`src/rtl/dflop_bank.sv`:
```
`default_nettype none
// ============================================================================
// Module      : dflop_bank
// Description : CHANNELS independent WIDTH-bit sample-and-hold registers with
//               per-channel load counter, load timestamp and change pulse.
// Revision    : 1.0 - initial release
// ============================================================================
module dflop_bank #(
    parameter int               WIDTH     = 4,
    parameter int               CHANNELS  = 4,
    parameter int               CNT_WIDTH = 16,
    parameter int               TS_WIDTH  = 32,
    parameter bit               SAT_MODE  = 1'b1,
    parameter logic [WIDTH-1:0] RESET_VAL = '0
) (
    input  logic                            clk,
    input  logic                            rst,
    input  logic [CHANNELS*WIDTH-1:0]       d,
    input  logic [CHANNELS-1:0]             en,
    input  logic [CHANNELS-1:0]             clr,
    output logic [CHANNELS*WIDTH-1:0]       q,
    output logic [CHANNELS*CNT_WIDTH-1:0]   count,
    output logic [CHANNELS*TS_WIDTH-1:0]    stamp,
    output logic [TS_WIDTH-1:0]             cycle,
    output logic [CHANNELS-1:0]             changed,
    output logic [CHANNELS-1:0]             sat
);

    localparam logic [TS_WIDTH-1:0]  c_ts_one  = TS_WIDTH'(1);
    localparam logic [CNT_WIDTH-1:0] c_cnt_one = CNT_WIDTH'(1);

    logic [TS_WIDTH-1:0] r_cycle;

    // Shared free-running cycle counter; wraps silently.
    always_ff @(posedge clk) begin
        if (rst) begin
            r_cycle <= '0;
        end else begin
            r_cycle <= r_cycle + c_ts_one;
        end
    end

    assign cycle = r_cycle;

    genvar k;
    generate
        for (k = 0; k < CHANNELS; k++) begin : g_chan
            logic [WIDTH-1:0]     w_d;
            logic [WIDTH-1:0]     r_q;
            logic [CNT_WIDTH-1:0] r_cnt;
            logic [TS_WIDTH-1:0]  r_stamp;
            logic                 r_chg;
            logic                 r_sat;

            logic [WIDTH-1:0]     w_q_nxt;
            logic [CNT_WIDTH-1:0] w_cnt_nxt;
            logic [TS_WIDTH-1:0]  w_stamp_nxt;
            logic                 w_chg_nxt;
            logic                 w_sat_nxt;

            logic [CNT_WIDTH-1:0] w_cnt_inc;
            logic                 w_cnt_full;
            logic [CNT_WIDTH-1:0] w_cnt_load;
            logic                 w_sat_load;

            assign w_d        = d[k*WIDTH +: WIDTH];
            assign w_cnt_inc  = r_cnt + c_cnt_one;
            assign w_cnt_full = &r_cnt;

            if (SAT_MODE) begin : g_sat
                // Count sticks at all-ones; sat rises on the load that gets there.
                assign w_cnt_load = w_cnt_full ? r_cnt : w_cnt_inc;
                assign w_sat_load = r_sat | (&w_cnt_inc);
            end else begin : g_wrap
                assign w_cnt_load = w_cnt_inc;
                assign w_sat_load = r_sat | w_cnt_full;
            end

            always_comb begin
                w_q_nxt     = r_q;
                w_cnt_nxt   = r_cnt;
                w_stamp_nxt = r_stamp;
                w_sat_nxt   = r_sat;
                w_chg_nxt   = 1'b0;
                if (clr[k]) begin
                    w_q_nxt     = RESET_VAL;
                    w_cnt_nxt   = '0;
                    w_stamp_nxt = '0;
                    w_sat_nxt   = 1'b0;
                end else if (en[k]) begin
                    w_q_nxt     = w_d;
                    w_cnt_nxt   = w_cnt_load;
                    w_stamp_nxt = r_cycle;
                    w_sat_nxt   = w_sat_load;
                    w_chg_nxt   = (w_d != r_q);
                end
            end

            always_ff @(posedge clk) begin
                if (rst) begin
                    r_q     <= RESET_VAL;
                    r_cnt   <= '0;
                    r_stamp <= '0;
                    r_chg   <= 1'b0;
                    r_sat   <= 1'b0;
                end else begin
                    r_q     <= w_q_nxt;
                    r_cnt   <= w_cnt_nxt;
                    r_stamp <= w_stamp_nxt;
                    r_chg   <= w_chg_nxt;
                    r_sat   <= w_sat_nxt;
                end
            end

            assign q[k*WIDTH +: WIDTH]              = r_q;
            assign count[k*CNT_WIDTH +: CNT_WIDTH]  = r_cnt;
            assign stamp[k*TS_WIDTH +: TS_WIDTH]    = r_stamp;
            assign changed[k]                       = r_chg;
            assign sat[k]                           = r_sat;
        end
    endgenerate

endmodule
`default_nettype wire
```
`config.mk`:
```
export PLATFORM = sky130hd
export DESIGN_NAME = dflop_bank
export DESIGN_NICKNAME = d
export VERILOG_FILES = /design/src/rtl/dflop_bank.sv
export SDC_FILE = /design/constraint.sdc
export NUM_CORES = 1
export LEC_CHECK = 0
export BUFFER_PORTS_ARGS = -buffer_cell sky130_fd_sc_hd__clkbuf_2
export CORE_MARGIN = 4
export CORE_UTILIZATION = 53
export CTS_CLUSTER_SIZE = 40
export DETAILED_ROUTE_END_ITERATION = 6
export GPL_TIMING_DRIVEN = 1
export MAX_ROUTING_LAYER = met4
export PLACE_DENSITY = 0.89
export SYNTH_ARGS = -nofsm -noshare
export SYNTH_HDL_FRONTEND = slang
export SYNTH_SLANG_ARGS = --single-unit
```
`constraint.sdc`:
```
create_clock -name clk -period 2.3 [get_ports clk]
set_input_delay 0.115 -clock clk [delete_from_list [all_inputs] [get_ports clk]]
set_output_delay 0.115 -clock clk [all_outputs]
set_load 0.005 [all_outputs]
```
==> results of run 1 <==
-- worst max-delay path, cell delays in order (launching register included) --
cell      delay, ns
dfxtp_1        0.46
ha_1           0.31
nand4_1        0.14
or3_1          0.47
o21ai_2        0.29
o21ai_0        0.17
a211oi_2       0.24
-- cell usage in the layout (no fill, tap or decap), types with 22 or more instances in the layout --
master,Yosys,layout
a21oi_1,24,24
buf_4,9,48
clkbuf_16,0,27
clkbuf_2,2,273
dfxtp_1,248,248
inv_1,22,22
mux2i_1,146,146
nand2_1,46,46
nand3_1,33,33
nand4_1,32,32
nor2_1,232,232
nor4_1,26,26
xnor2_1,55,55
xor2_1,36,36
-- state kept, by name (all words and copies together) (netlist names) --
signal	cells
g_chan.r_chg	4
g_chan.r_stamp	128
g_chan.r_q	16
cycle	32
g_chan.r_sat	4
g_chan.r_cnt	64
-- kinds of logic (layout without fill, tap and decap cells) --
| logic type | after synthesis | in the layout |
|---|---|---|
| simple gates | 472 | 472 |
| compound gates | 95 | 95 |
| xor+xnor | 91 | 91 |
| flops | 248 | 248 |
| buf+inv | 116 | 413 |
| mux | 146 | 146 |
| fa+ha+maj | 10 | 10 |
-- cells in the mapped netlist, types with 17 or more instances --
cell,count,area share (%)
nor3_1,19,0.88
and3_1,17,0.98
mux2i_1,146,13
buf_2,22,1.0
inv_1,22,0.76
nor2_1,232,8.0
xor2_1,36,2.9
dfxtp_1,248,46
nand3_1,33,1.5
nand2_1,46,1.6
a21oi_1,24,1.1
nor4_1,26,1.5
xnor2_1,55,4.4
nand4_1,32,1.8
clkbuf_1,49,1.7
o21ai_0,21,0.97
-- per-layer routing --
| layer | vias to the layer above | wire [µm] |
|---|---|---|
| met5 | - | 0 |
| met4 | 0 | 968 |
| met3 | 70 | 2685 |
| met2 | 422 | 14960 |
| met1 | 4642 | 12850 |
| li1 | 4623 | - |
-- layout make-up --
type / instances / area [µm²] / area share (%)
multi-input combinational: 814 / 5358 / 39.13
sequential: 248 / 4965 / 36.26
timing repair buffer: 342 / 1937 / 14.14
clock buffer: 33 / 758.2 / 5.537
tap: 270 / 337.8 / 2.467
clock inverter: 15 / 251.5 / 1.837
inverter: 23 / 86.33 / 0.6305
-- worst min path at each step --
| stage | startpoint | depth (start not counted) | to | slack [ns] |
|---|---|---|---|---|
| 4_1_cts | en[0] | 3 | g_chan[0].r_cnt[12] | 0.02 |
| 3_3_place_gp | d[6] | 3 | g_chan[1].r_q[2] | 0.38 |
| 3_5_place_dp | d[0] | 3 | g_chan[0].r_q[0] | 0.39 |
| 2_1_floorplan | d[0] | 2 | g_chan[0].r_q[0] | 0.26 |
| 5_1_grt | en[0] | 3 | g_chan[0].r_cnt[12] | 0.05 |
| 6_report | en[0] | 3 | g_chan[0].r_cnt[12] | 0.04 |
-- power by group --
| group | leakage, nW | switching, mW | internal [mW] |
|---|---|---|---|
| combinational | 3.39 | 0.277 | 0.185 |
| clock | 0.492 | 1.79 | 3.02 |
| sequential | 2.00 | 0.0248 | 4.32 |
-- metrics by stage --
stage | worst slack (ns) | hold WS [ns]
final | 0.1528 | 0.04454
after detailed placement | 0.1636 | 0.3938
after CTS | 0.1083 | 0.02324
after global placement | 0.2430 | 0.3799
after floorplan | 0.2947 | 0.2622
after global routing | 0.01483 | 0.04645
-- repair_timing --
item | 4_1_cts | 5_1_grt
endpoints found under the setup margin | 0 | 4
endpoints found under the hold margin | 26 | 0
hold buffers | 21 | 0
==> metrics.csv, run 1 <==
stage;metric;value;unit
detailed_routing;drt total wl;31.47;mm
clock_network;worst skew pair latency;0.53;ns
sta;Worst-Margin Slew;1.176;ns
synthesis;Async S/R FF share, synth;0;%
grt;met1 global-route usage;33.62;%
power;overall power;9.623;mW
detailed_routing;Iteration-0 DRC Markers;484;
cells_and_area;area delta synth->final;26.45;%
cells_and_area;layout cell share with drive strength beyond 1;26.58;%
critical_path;RR Endpoint;g_chan[0].r_cnt[14];
cells_and_area;final instance area;13690;µm²
critical_path;Worst setup startpoint;g_chan[0].r_cnt[0];
synthesis;FF+latch count, synth;248;
synthesis;Simple-Gate Fraction of Synth Area;21.49;%
critical_path;R2R depth;6;
grt;first-pass GRT wire length;48.72;mm
clock_network;Post-CTS Resized;0;
synthesis;Cell Area, Synth;10830;µm²
critical_path;Arrival @ worst endpoint;2.60;ns
grt;vias in the first global route;9327;
place;port bufs;273;
cells_and_area;antenna cell count;0;
grt;pin count of the biggest net entering global routing;53;
detailed_routing;residual DRC count;0;
critical_path;WS Path Type;register to register;
job;Max Cap Viol;0;
floorplanning;Die W;150.9;µm
sta;period utilisation layout;93.36;%
critical_path;CP Launch Type;register;
synthesis;Seq/Total Area, Yosys;45.85;%
clock_network;Clock Tree Root;clkbuf_16;
synthesis;Syn Area/Cell;9.193;µm²
critical_path;CP endpoint;g_chan[0].r_cnt[14];
synthesis;multiplexer area fraction after synthesis;13.50;%
sta;unrepaired setup endpoints after global routing;no;
critical_path;Worst Setup End Kind;register;
clock_network;CTS tree;yes;
synthesis;Post-Synth XOR/XNOR Area;7.360;%
synthesis;Synth Area in Compound Gates;5.973;%
floorplanning;Site Rows;52;
cells_and_area;nets@finish;1491;
clock_network;clock sink count;248;
synthesis;Top FF cell, synth;dfxtp_1;
critical_path;Crit path required time;2.75;ns
grt;total grt overflow;0;
critical_path;worst r2r src;g_chan[0].r_cnt[0];
synthesis;Post-synth EDFFs;0;
power;VDD IR max;0.6289;mV
place;Post-Place Cell Area;12470;µm²
synthesis;synthesized instance count;1178;
grt;met3 usage;5.117;%
detailed_routing;total number of vias;9757;
sta;setup TNS;0;ns
floorplanning;Die H;150.9;µm
grt;initial antenna violation count;0;
place;HPWL after DPL;21.51;mm
synthesis;Synthesized Nets;1214;
floorplanning;Die Footprint;22780;µm²
power;pwr dens;702.8;nW/µm²
sta;Fmax;465.7;MHz
synthesis;Synth warnings;0;
sta;Fin. Hold Viols;0;
critical_path;r2r setup slk;0.15;ns
critical_path;CP Max Fanout;8;
sta;Max transition margin;21.61;%
detailed_routing;Wirelength per Cell;18.03;µm
status;result of the run;completed;
sta;min Tclk post-route;2.147;ns
hold_path;min-delay worst type;primary input to register;
grt;global routing's busiest layer;met2;
floorplanning;core area;20170;µm²
clock_network;Max Root-Sink Buffers;3;
synthesis;Post-Synth Adder-Cell Area;1.155;%
sta;pins over their slew limit;0;
detailed_routing;Via density;5.591;
detailed_routing;Final ANT Viol Nets;0;
grt;met2 usage;44.38;%
power;Lkg Pwr;5.882;nW
synthesis;Cell variety after synth;67;
floorplanning;IO Pins;274;
sta;# setup viols final;0;
cells_and_area;Core Util, Final;67.89;%
floorplanning;Initial Util;53.69;%
clock_network;Reg clk slew, reported paths;0.07;ns
clock_network;total setup buffers inserted after CTS;0;
cells_and_area;final std cells w/o fill;1745;
synthesis;largest family of logic cells by synthesized area;simple AND/OR/NAND/NOR gates;
cells_and_area;Filler cells;1543;
detailed_routing;1st-pass router iterations;5;
clock_network;CTS H-tree depth;1;
place;cell count after placement;1676;
clock_network;TritonCTS Buffers;26;
sta;clk_skew;0.01018;ns
grt;all-layer global routing usage;27.06;%
place;RD Place Congestion;0.9670;
No activity file was read; power rests on OpenSTA's default activity.
==> inputs of run 2 (changes only) <==
--- a/config.mk
+++ b/config.mk
@@ -5,6 +5,7 @@
 export SDC_FILE = /design/constraint.sdc
 export NUM_CORES = 1
 export LEC_CHECK = 0
+export ABC_AREA = 1
 export BUFFER_PORTS_ARGS = -buffer_cell sky130_fd_sc_hd__clkbuf_2
 export CORE_MARGIN = 4
 export CORE_UTILIZATION = 53
==> run 2 against run 1 <==
Global-route usage up 2.2 points. Final cell count rose by 13%. Utilization fell by 0.26 points. Via count rose by 12%. Sequential power grew 4%. Clock power is 12% lower. Worst hold slack got worse by 0.020 ns. Power fell by 2.3%. Critical path depth rose by 4. Wire length grew 6.3%. Critical endpoint is now g_chan[1].r_cnt[9]. Setup slack gained 0.14 ns. Sequential share of layout area up 1.2 points. Critical path type unchanged.
==> metrics.csv, run 2 <==
stage;metric;value;unit
sta;setup TNS;0;ns
power;sw power;2.219;mW
power;Lkg Pwr;5.573;nW
floorplanning;Site Rows;51;
synthesis;Synth warnings;0;
power;pwr dens;709.5;nW/µm²
cells_and_area;layout cell share with drive strength beyond 1;22.47;%
hold_path;Hold Crit Start;en[3];
critical_path;CP peak stage delay;0.42;ns
power;Seq pwr share;48.2;%
critical_path;most frequent CP cell;nand2_1;
critical_path;R2R depth;10;
critical_path;worst r2r src;g_chan[1].r_cnt[1];
critical_path;RR Endpoint;g_chan[1].r_cnt[9];
sta;pins over their slew limit;0;
critical_path;worst path buffer plus inverter count;1;
clock_network;worst skew pair latency;0.53;ns
synthesis;most frequent cell after synthesis;dfxtp_1;
detailed_routing;Wirelength per Cell;17.02;µm
clock_network;Clock Tree Root;clkbuf_16;
cells_and_area;Filler cells;1651;
cells_and_area;final std cells w/o fill;1965;
critical_path;Crit-path slowest cell;dfxtp_1;
sta;Fin. Hold Viols;0;
synthesis;FF+latch count, synth;248;
clock_network;Max Root-Sink Buffers;3;
status;result of the run;completed;
critical_path;Worst Setup End Kind;register;
synthesis;most frequent cells after synthesis;dfxtp_1 (248), nand2_1 (230), a21oi_1 (219);
clock_network;Reg clk slew, reported paths;0.06;ns
synthesis;Area contributors post-synth;dfxtp_1 (47%), a21oi_1 (10%), o21ai_0 (9.7%);
clock_network;Post-CTS Resized;0;
cells_and_area;most common cell after layout, fill and taps aside;clkbuf_2;
critical_path;Arrival @ worst endpoint;2.40;ns
clock_network;CTS tree;yes;
floorplanning;core area;19590;µm²
critical_path;CP Launch Type;register;
hold_path;WHS Endpoint;g_chan[3].r_cnt[5];
synthesis;Syn Area/Cell;7.546;µm²
floorplanning;Die W;149.6;µm
cells_and_area;antenna cell count;0;
grt;total grt overflow;0;
cells_and_area;max FFs per register;128;
place;RD Place Congestion;0.9504;
sta;unrepaired setup endpoints after global routing;no;
synthesis;Top FF cell, synth;dfxtp_1;
critical_path;cell family with most CP delay;simple AND/OR/NAND/NOR gates;
critical_path;Crit path required time;2.69;ns
grt;first-pass GRT wire length;51.45;mm
synthesis;dominant cell type by area after synthesis;dfxtp_1;
floorplanning;Initial Util;54.24;%
grt;vias in the first global route;9915;
detailed_routing;Via density;5.555;
power;Sw Ratio;23.61;%
grt;pin count of the biggest net entering global routing;51;
cells_and_area;nets@finish;1720;
sta;period utilisation layout;87.42;%
place;cell count after placement;1897;
hold_path;hold depth;3;
clock_network;Hold-fix buffers, CTS;24;
synthesis;Seq/Total Area, Yosys;46.73;%
job;Max Cap Viol;0;
detailed_routing;Iteration-0 DRC Markers;785;
synthesis;Async S/R FF share, synth;0;%
floorplanning;Die Footprint;22380;µm²
clock_network;CTS H-tree depth;1;
power;VDD IR max;0.6190;mV
grt;initial antenna violation count;0;
sta;Max transition margin;64.96;%
critical_path;CP Max Fanout;18;
sta;# setup viols final;0;
cells_and_area;area delta synth->final;24.69;%
synthesis;Cell Area, Synth;10630;µm²
critical_path;critical-path cell list;ha_1 > nand2_1 > nor2_2 > nand4_1 > nor2_1 > nand2_1 > nand2_2 > inv_2 > o21ai_0 > a21oi_1;
synthesis;Synth top area share;46.73;%
synthesis;synthesized instance count;1408;
detailed_routing;1st-pass router iterations;6;
synthesis;Synthesized Nets;1444;
clock_network;clock sink count;248;
sta;clk_skew;0.01642;ns
clock_network;total setup buffers inserted after CTS;0;
floorplanning;IO Pins;274;
synthesis;Cell variety after synth;38;
sta;Worst-Margin Slew;0.5250;ns
place;HPWL after DPL;23.98;mm
power;P_int;7.181;mW
place;port bufs;273;
detailed_routing;drt total wl;33.45;mm
cells_and_area;Largest Register;g_chan.r_stamp;
power;clock network power share;44.7;%
cells_and_area;most frequent cells in the layout;clkbuf_2 (273), dfxtp_1 (248), nand2_1 (230), a21oi_1 (219), o21ai_0 (206);
detailed_routing;total number of vias;10920;
sta;Fmax;497.4;MHz
detailed_routing;Final ANT Viol Nets;0;
power;combinational fraction of design power;7.0;%
detailed_routing;residual DRC count;0;
critical_path;WS Path Type;register to register;
floorplanning;Die H;149.6;µm
hold_path;min-delay worst type;primary input to register;
clock_network;TritonCTS Buffers;26;
sta;min Tclk post-route;2.011;ns
synthesis;Post-synth EDFFs;0;
grt;all-layer global routing usage;29.23;%
critical_path;r2r setup slk;0.29;ns
==> run 2: changes by cell type after synthesis, moves of 12 or more <==
cell	change
a21oi_1	+195
o21ai_0	+185
nand2_1	+184
mux2i_1	-146
nor2_1	-135
inv_1	+94
xnor2_1	-44
nand3_1	+23
nor4_1	-21
buf_2	-20
and3_1	-17
nor2_2	+15
or3_1	-13
xor2_1	-12
==> run 2: power groups by stage <==
| stage | Sequential [mW] | Combinational [mW] | Clock [mW] |
|---|---|---|---|
| final | 4.53 | 0.661 | 4.21 |
| after global routing | 4.54 | 0.736 | 4.45 |
| after CTS | 4.53 | 0.655 | 4.27 |
| after detailed placement | 4.62 | 0.620 | 0 |
| after global placement | 4.62 | 0.602 | 0 |
| after floorplan | 4.61 | 0.351 | 0 |
==> run 2: layout make-up <==
type,count,area [µm²],share of cell area [%]
Sequential cell,248,4965,37.47
Multi-Input combinational cell,967,4856,36.65
Timing Repair Buffer,317,1769,13.35
Clock buffer,33,748.2,5.647
Inverter,124,467.9,3.532
Tap cell,265,331.6,2.503
Clock inverter,11,111.4,0.8405
==> run 2: per-stage QoR <==
stage	hold WS (ns)	util (%)	setup WS, ns	cell area, µm²	power (mW)
2_1_floorplan	0.2640	-	0.6549	10630	4.963
3_3_place_gp	0.3761	62.02	0.4349	12150	5.219
3_5_place_dp	0.3815	62.02	0.3482	12150	5.243
4_1_cts	0.009107	67.63	0.3375	13250	9.449
5_1_grt	0.04292	67.63	0.007167	13250	9.733
6_report	0.02481	67.63	0.2894	13250	9.400
==> run 2: worst reg2reg max path: cells and delay by family (launching register included) <==
kind,cells,cell delay [ns]
buf+inv,1,0.18
compound gates,2,0.27
fa+ha+maj,1,0.25
simple gates,6,0.78
flops,1,0.42
==> run 2: worst max path at each step <==
stage,slack (ns),end,startpoint,cells after the start
after floorplan,0.65,g_chan[2].r_cnt[7],g_chan[2].r_cnt[1],9
after detailed placement,0.35,g_chan[1].r_cnt[5],g_chan[1].r_cnt[1],10
after CTS,0.34,g_chan[1].r_cnt[5],g_chan[1].r_cnt[1],10
after global routing,0.007,g_chan[1].r_cnt[9],g_chan[1].r_cnt[1],10
final,0.29,g_chan[1].r_cnt[9],g_chan[1].r_cnt[1],10
after global placement,0.43,g_chan[1].r_cnt[10],g_chan[1].r_cnt[1],10
==> run 2: logic make-up after synthesis <==
kind of cell / count (synthesis) / share of synthesized area (%)
simple gates: 474 / 19.98
compound gates: 448 / 21.59
flops: 248 / 46.73
buf+inv: 193 / 7.642
xor+xnor: 35 / 2.885
fa+ha+maj: 10 / 1.178
==> run 2: per-layer routing <==
| metal | track usage, % | routed length (µm) | share of wire, % | vias to the layer above |
|---|---|---|---|---|
| met5 | - | 0 | 0 | - |
| met4 | 13.96 | 1914 | 5.7 | 0 |
| met3 | 5.027 | 2722 | 8.1 | 118 |
| met2 | 45.54 | 15280 | 46 | 514 |
| met1 | 37.12 | 13540 | 40 | 4988 |
| li1 | - | - | - | 5296 |
==> inputs of run 3 (changes only) <==
--- a/config.mk
+++ b/config.mk
@@ -9,6 +9,7 @@
 export BUFFER_PORTS_ARGS = -buffer_cell sky130_fd_sc_hd__clkbuf_2
 export CORE_MARGIN = 4
 export CORE_UTILIZATION = 53
+export CTS_BUF_LIST = sky130_fd_sc_hd__clkbuf_16
 export CTS_CLUSTER_SIZE = 40
 export DETAILED_ROUTE_END_ITERATION = 6
 export GPL_TIMING_DRIVEN = 1
==> run 3 against run 2 <==
Sequential share of layout area rose by 0.14 points. Wire length decreased by 0.34%. Maximum frequency increased by 0.87%. Critical path depth stayed put. Critical path type unchanged. Cell area fell by 0.38%. Setup slack better by 0.017 ns. Final cell count did not move. Largest cell class unchanged. Sequential power about the same.
==> metrics.csv, run 3 (same netlist as run 2, synthesis figures left out) <==
stage;metric;value;unit
floorplanning;core area;19590;µm²
critical_path;Arrival @ worst endpoint;2.38;ns
power;overall power;9.218;mW
cells_and_area;Filler cells;1659;
job;Max Cap Viol;0;
clock_network;Post-CTS Resized;0;
cells_and_area;antenna cell count;0;
cells_and_area;nets@finish;1720;
clock_network;Reg clk slew, reported paths;0.06;ns
critical_path;worst path buffer plus inverter count;1;
clock_network;Clock Tree Root;clkbuf_16;
clock_network;CTS H-tree depth;1;
power;pwr dens;698.4;nW/µm²
grt;pin count of the biggest net entering global routing;51;
detailed_routing;Iteration-0 DRC Markers;740;
critical_path;Crit path required time;2.69;ns
clock_network;worst skew pair latency;0.53;ns
critical_path;critical-path cell list;ha_1 > nand2_1 > nor2_2 > nand4_1 > nor2_1 > nand2_1 > nand2_2 > inv_2 > o21ai_0 > a21oi_1;
floorplanning;IO Pins;274;
grt;first-pass GRT wire length;51.45;mm
clock_network;Hold-fix buffers, CTS;24;
clock_network;clock sink count;248;
critical_path;R2R depth;10;
floorplanning;Die W;149.6;µm
cells_and_area;Largest Register;g_chan.r_stamp;
detailed_routing;Via density;5.555;
critical_path;Worst Setup End Kind;register;
sta;clk_skew;0.01496;ns
critical_path;WS Path Type;register to register;
cells_and_area;final std cells w/o fill;1965;
critical_path;CP Launch Type;register;
power;Lkg Pwr;5.549;nW
hold_path;WHS Endpoint;g_chan[3].r_cnt[5];
cells_and_area;final instance area;13200;µm²
sta;Fin. Hold Viols;0;
place;RD Place Congestion;0.9504;
place;port bufs;273;
detailed_routing;drt total wl;33.34;mm
critical_path;cell family with most CP delay;simple AND/OR/NAND/NOR gates;
detailed_routing;total number of vias;10920;
critical_path;CP peak stage delay;0.41;ns
place;Post-Place Worst Slack;0.3482;ns
place;Post-Place Cell Area;12150;µm²
clock_network;CTS tree;yes;
status;result of the run;completed;
clock_network;TritonCTS Buffers;26;
detailed_routing;residual DRC count;0;
place;cell count after placement;1897;
cells_and_area;area delta synth->final;24.22;%
hold_path;hold depth;3;
grt;total grt overflow;0;
cells_and_area;most frequent cells in the layout;clkbuf_2 (273), dfxtp_1 (248), nand2_1 (230), a21oi_1 (219), o21ai_0 (206);
sta;Fmax;501.7;MHz
sta;unrepaired setup endpoints after global routing;no;
clock_network;total setup buffers inserted after CTS;0;
detailed_routing;Final ANT Viol Nets;0;
floorplanning;Die H;149.6;µm
sta;pins over their slew limit;0;
hold_path;Hold Crit Start;en[3];
cells_and_area;Core Util, Final;67.38;%
sta;fin worst setup slack;0.3067;ns
critical_path;r2r setup slk;0.31;ns
power;VDD IR max;0.6081;mV
cells_and_area;layout cell share with drive strength beyond 1;22.18;%
critical_path;Crit-path slowest cell;dfxtp_1;
critical_path;worst r2r src;g_chan[1].r_cnt[1];
cells_and_area;max FFs per register;128;
floorplanning;Initial Util;54.24;%
critical_path;CP Max Fanout;18;
cells_and_area;most common cell after layout, fill and taps aside;clkbuf_2;
hold_path;min-delay worst type;primary input to register;
sta;Worst-Margin Slew;0.5485;ns
sta;Max transition margin;63.39;%
critical_path;RR Endpoint;g_chan[1].r_cnt[5];
sta;Min Hold Slack;0.02636;ns
grt;vias in the first global route;9905;
sta;period utilisation layout;86.67;%
grt;all-layer global routing usage;29.23;%
sta;min Tclk post-route;1.993;ns
detailed_routing;1st-pass router iterations;5;
place;HPWL after DPL;23.98;mm
sta;setup TNS;0;ns
sta;# setup viols final;0;
detailed_routing;Wirelength per Cell;16.97;µm
clock_network;Max Root-Sink Buffers;3;
floorplanning;Die Footprint;22380;µm²
grt;initial antenna violation count;0;
critical_path;most frequent CP cell;nand2_1;
floorplanning;Site Rows;51;
[run 3: changes by cell type in the layout (fill, tap and decap cells not counted), sizes merged]
cell / before / now
clkbuf: 306 / 300
clkinv: 8 / 13
inv: 124 / 125
[run 3: cell type report]
cell class                      count  area, µm²  share of cell area (%)
Multi-Input combinational cell    967       4856                   36.79
Tap cell                          265      331.6                   2.512
Clock buffer                       27      675.6                   5.119
Sequential cell                   248       4965                   37.61
Timing Repair Buffer              317       1769                   13.40
Inverter                          124      467.9                   3.545
Clock inverter                     17      133.9                   1.014
[run 3: metal layers]
| layer | vias to the layer above | GRT usage [%] | share of wire [%] |
|---|---|---|---|
| met5 | - | - | 0 |
| met4 | 0 | 13.91 | 6.0 |
| met3 | 133 | 5.088 | 8.0 |
| met2 | 525 | 45.59 | 46 |
| met1 | 4974 | 37.05 | 40 |
| li1 | 5284 | - | - |
[run 3: worst min-delay path, cell delays in order]
cell and delay (ns):
clkbuf_2 0.16, o21ai_4 0.15, a21oi_1 0.08
[run 3: power breakdown]
part / switching [mW] / internal, mW / leakage (nW) / total [mW]
clock network: 1.69 / 2.34 / 0.406 / 4.03
logic: 0.408 / 0.252 / 3.13 / 0.661
registers: 0.111 / 4.42 / 2.02 / 4.53
total: 2.21 / 7.01 / 5.55 / 9.22
[run 3: how the worst max path moves through the flow]
stage                             from                   to  slack [ns]  cells after the start
floorplan           g_chan[2].r_cnt[1]   g_chan[2].r_cnt[7]        0.65                      9
detailed placement  g_chan[1].r_cnt[1]   g_chan[1].r_cnt[5]        0.35                     10
finish              g_chan[1].r_cnt[1]   g_chan[1].r_cnt[5]        0.31                     10
global route        g_chan[1].r_cnt[1]   g_chan[1].r_cnt[9]       0.007                     10
global placement    g_chan[1].r_cnt[1]  g_chan[1].r_cnt[10]        0.43                     10
CTS                 g_chan[1].r_cnt[1]   g_chan[1].r_cnt[5]        0.34                     10
